**src/rtl/vga_timing_gen.sv**
```systemverilog
// VGA-style raster timing generator: pixel/line counters advanced by a pixel-rate
// enable, with registered sync, visible-region and line/frame start outputs.
module vga_timing_gen #(
  parameter int H_ACTIVE = 640,
  parameter int H_FP     = 16,
  parameter int H_SYNC   = 96,
  parameter int H_BP     = 48,
  parameter int V_ACTIVE = 480,
  parameter int V_FP     = 10,
  parameter int V_SYNC   = 2,
  parameter int V_BP     = 33,
  parameter bit H_POL    = 1'b0,
  parameter bit V_POL    = 1'b0,
  parameter int CW       = 11
) (
  input  logic          block_clk_i,
  input  logic          rst_i,
  input  logic          pix_en_i,
  output logic          h_sync_o,
  output logic          v_sync_o,
  output logic          active_o,
  output logic [CW-1:0] x_o,
  output logic [CW-1:0] y_o,
  output logic          line_start_o,
  output logic          frame_start_o
);

  localparam int H_TOTAL = H_ACTIVE + H_FP + H_SYNC + H_BP;
  localparam int V_TOTAL = V_ACTIVE + V_FP + V_SYNC + V_BP;
  localparam int MAX_TOTAL = (H_TOTAL > V_TOTAL) ? H_TOTAL : V_TOTAL;

  localparam logic [CW-1:0] H_LAST = CW'(H_TOTAL - 1);
  localparam logic [CW-1:0] V_LAST = CW'(V_TOTAL - 1);
  localparam logic [CW-1:0] H_ACT  = CW'(H_ACTIVE);
  localparam logic [CW-1:0] V_ACT  = CW'(V_ACTIVE);
  localparam logic [CW-1:0] HS_BEG = CW'(H_ACTIVE + H_FP);
  localparam logic [CW-1:0] HS_END = CW'(H_ACTIVE + H_FP + H_SYNC);
  localparam logic [CW-1:0] VS_BEG = CW'(V_ACTIVE + V_FP);
  localparam logic [CW-1:0] VS_END = CW'(V_ACTIVE + V_FP + V_SYNC);

  if (H_ACTIVE < 1 || H_FP < 1 || H_SYNC < 1 || H_BP < 1 ||
      V_ACTIVE < 1 || V_FP < 1 || V_SYNC < 1 || V_BP < 1 ||
      CW < $clog2(MAX_TOTAL)) begin : g_bad_params
    $error("vga_timing_gen: illegal timing parameters or CW too narrow");
  end

  // hc/vc name the pixel to be emitted on the next enabled cycle
  logic [CW-1:0] hc, vc;
  logic          h_wrap, v_wrap;
  logic          h_sync_d, v_sync_d, active_d;

  assign h_wrap   = (hc == H_LAST);
  assign v_wrap   = (vc == V_LAST);
  assign h_sync_d = (hc >= HS_BEG && hc < HS_END) ? H_POL : ~H_POL;
  assign v_sync_d = (vc >= VS_BEG && vc < VS_END) ? V_POL : ~V_POL;
  assign active_d = (hc < H_ACT) && (vc < V_ACT);

  always_ff @(posedge block_clk_i) begin
    if (rst_i) begin
      hc            <= '0;
      vc            <= '0;
      h_sync_o      <= ~H_POL;
      v_sync_o      <= ~V_POL;
      active_o      <= 1'b0;
      x_o           <= '0;
      y_o           <= '0;
      line_start_o  <= 1'b0;
      frame_start_o <= 1'b0;
    end else begin
      // start pulses last one clock regardless of the enable pattern
      line_start_o  <= 1'b0;
      frame_start_o <= 1'b0;
      if (pix_en_i) begin
        h_sync_o      <= h_sync_d;
        v_sync_o      <= v_sync_d;
        active_o      <= active_d;
        x_o           <= hc;
        y_o           <= vc;
        line_start_o  <= (hc == '0);
        frame_start_o <= (hc == '0) && (vc == '0);
        if (h_wrap) begin
          hc <= '0;
          vc <= v_wrap ? '0 : vc + 1'b1;
        end else begin
          hc <= hc + 1'b1;
        end
      end
    end
  end

endmodule

```
**config.mk**
```make
export PLATFORM = sky130hd
export DESIGN_NAME = vga_timing_gen
export DESIGN_NICKNAME = d
export VERILOG_FILES = /design/src/rtl/vga_timing_gen.sv
export SDC_FILE = /design/constraint.sdc
export NUM_CORES = 1
export LEC_CHECK = 0
export BUFFER_PORTS_ARGS = -buffer_cell sky130_fd_sc_hd__buf_2
export CAP_MARGIN = 40
export CORE_UTILIZATION = 56
export DETAILED_ROUTE_END_ITERATION = 10
export PLACE_DENSITY = 0.86
export SLEW_MARGIN = 15
export SYNTH_ARGS = -nofsm -noshare
export SYNTH_HDL_FRONTEND = slang
export SYNTH_SLANG_ARGS = --single-unit
export TNS_END_PERCENT = 100
```
**constraint.sdc**
```tcl
create_clock -name block_clk_i -period 2.3 [get_ports block_clk_i]
set_clock_uncertainty 0.1 [all_clocks]
set_input_delay 0.345 -clock block_clk_i [delete_from_list [all_inputs] [get_ports block_clk_i]]
set_output_delay 0.345 -clock block_clk_i [all_outputs]
set_load 0.1 [all_outputs]
```
==> impl_metrics.tcl <==
set metrics [dict create \
    post-cts-setup-buffer-count 0 \
    synth_area_mm2 0.00225 \
    worstSetupStartpointType "flip-flop" \
    finalHoldViolations 0 \
    cts_num_sinks 49 \
    portBuffers 29 \
    dr.first_iter.drc_count 88 \
    setup_viol 0 \
    maxCapViolations 0 \
    grt_max_degree 36 \
    clock_latency_ns 0.29 \
    worst_pin_slew_ns 0.569 \
    synth_area_per_cell_um2 9.46 \
    place_ws_ns 0.328 \
    crit_arrival_ns 2.13 \
    ff_latch_area_um2 981 \
    power.density_mw_per_mm2 593 \
    die_y_um 65.4 \
    vias 1749 \
    syn2layout_area_growth_pct 7.33 \
    dp_hpwl_mm 2.86 \
    rsz0062_at_grt "no" \
    irDropWorstVdd_uv 764 \
    grt_pass1_vias 1561 \
    core-area_mm2 0.00377 \
    reg2reg_depth 5 \
    cp.required_ns 2.43 \
    synth-seq-cells 49 \
    drv_slew 0 \
    routed_wl_mm 4.19 \
    ios 30 \
    async_reset_ff_frac 0 \
    dr.pass1.iters 4 \
    end_kind "flip-flop" \
    ctsHoldBuffers 0 \
    gp_congestion 0.882 \
    finalPower_mw 1.43 \
    grt_first_pass_wirelength_mm 7.11 \
    wl_per_cell_um 13.6 \
    p_leak_nw 0.999 \
    cts.clk_slew.worst_paths_ns 0.08 \
    layout-drive-gt1-share 0.181 \
    die_w_um 65.4 \
    fillCellCount 305 \
    drc 0 \
    grt_usage 0.217 \
    hp-class "flip-flop to flip-flop" \
    vias_per_cell 5.68 \
    start_util 0.597 \
    htreeDepth 2 \
    cts-root-buf "clkbuf_8" \
    whs_path_depth 2 \
    fmax_mhz 498 \
    period_share 0.873 \
    cts_tree "yes" \
    n_antenna_cell 0 \
    cp_max_fo 20 \
    ys.flop_type "dfxtp_1" \
    yosys_warnings 0 \
    synth_nets 246 \
    synth_edf_count 0 \
    syn-instance-count 238 \
    numCtsBuffers 5 \
    synth-seq-area-share 0.436 \
    cts_resized 0 \
    criticalPathCategory "flip-flop to flip-flop" \
    fin_crit_ns 2.01 \
    antenna_found_initial 0 \
    finalSetupTns_ns 0 \
    status "finished, final reports clean" \
    clk_path_buf_depth 2 \
    fp.dieArea_mm2 0.00428 \
    fin_nets 267 \
    grt-ovfl-total 0 \
    slew_headroom 0.621 \
    layout_setup_ws_ns 0.292 \
    multiInputGateArea_mm2 0.00111 \
    ant_nets 0 \
    ys_types 46 \
    row_count 22 \
]
[placed cells by master (no fill, tap or decap), drive strengths merged, types with 6 or more instances in the layout]
master,instances
nor2,36
nand2,7
o21ai,7
nand4,10
or3,7
mux2i,22
clkbuf,8
a21oi,11
and4,7
dfxtp,49
xor2,7
inv,6
buf,32
[synthesized netlist by cell type (6+ instances only)]
cell,instances,area [um^2]
dfxtp_1,49,981
nor2_1,36,135
mux2i_1,22,220
a21oi_1,11,55.1
nand4_1,9,56.3
clkbuf_1,7,26.3
nand2_1,7,26.3
o21ai_0,7,35.0
xor2_1,7,61.3
inv_1,6,22.5
or3_1,6,37.5
[flip-flops by register name, summed over array words and instances (netlist names)]
register and cells:
frame_start_o 1, hc 11, h_sync_o 1, y_o 11, vc 11, v_sync_o 1
active_o 1, x_o 11, line_start_o 1
[cells by family after synthesis]
group | count (synthesis) | synth area share
AND/OR/NAND/NOR | 100 | 0.253
XOR/XNOR | 9 | 0.0350
AO/OA/AOI/OAI | 29 | 0.0778
flip-flops | 49 | 0.436
adder cells (fa/ha/maj) | 5 | 0.0278
multiplexers | 22 | 0.0978
buffers and inverters | 24 | 0.0733
[report_power, final]
group / internal, mW / total [mW] / leakage [nW] / switching (mW)
clock network: 0.216 / 0.470 / 0.0395 / 0.254
registers: 0.856 / 0.863 / 0.396 / 0.00721
logic: 0.0250 / 0.0996 / 0.564 / 0.0746
total: 1.10 / 1.43 / 0.999 / 0.336
[through the flow]
stage          hold slack (ns)  instances  instance area (um^2)   util
5_1_grt                  0.399        308                  2420  0.641
4_1_cts                  0.375        308                  2420  0.641
3_3_place_gp             0.360        300                  2340  0.620
2_1_floorplan            0.382        238                  2250      -
6_report                 0.371        308                  2420  0.641
3_5_place_dp             0.362        300                  2340  0.620
[routing by layer]
layer,track usage,vias up,part of all wire
met5,0,-,0
met4,0.0951,0,0.019
met3,0.0469,7,0.047
met2,0.317,41,0.43
met1,0.306,822,0.51
li1,-,879,-
[area by class of cell]
class,instances,share of cell area
Clock buffer,8,0.0331
Inverter,6,0.00932
Multi-Input combinational cell,165,0.458
Sequential cell,49,0.406
Tap cell,48,0.0248
Timing Repair Buffer,32,0.0694
[critical path: stages, from the launching register on]
cell and delay, ns:
dfxtp_1 0.46, ha_1 0.20, and3_1 0.24, nand4_4 0.23, or4_1 0.56, a21oi_1 0.15
[path summary, 6_finish.rpt]
path	slack [ns]	from	to
max	0.29	hc[0]	vc[7]
min	0.37	x_o[4]	x_o[4]
max reg2reg	0.29	hc[0]	vc[7]
min reg2reg	0.37	x_o[4]	x_o[4]
No activity file was read; power rests on OpenSTA's default activity.
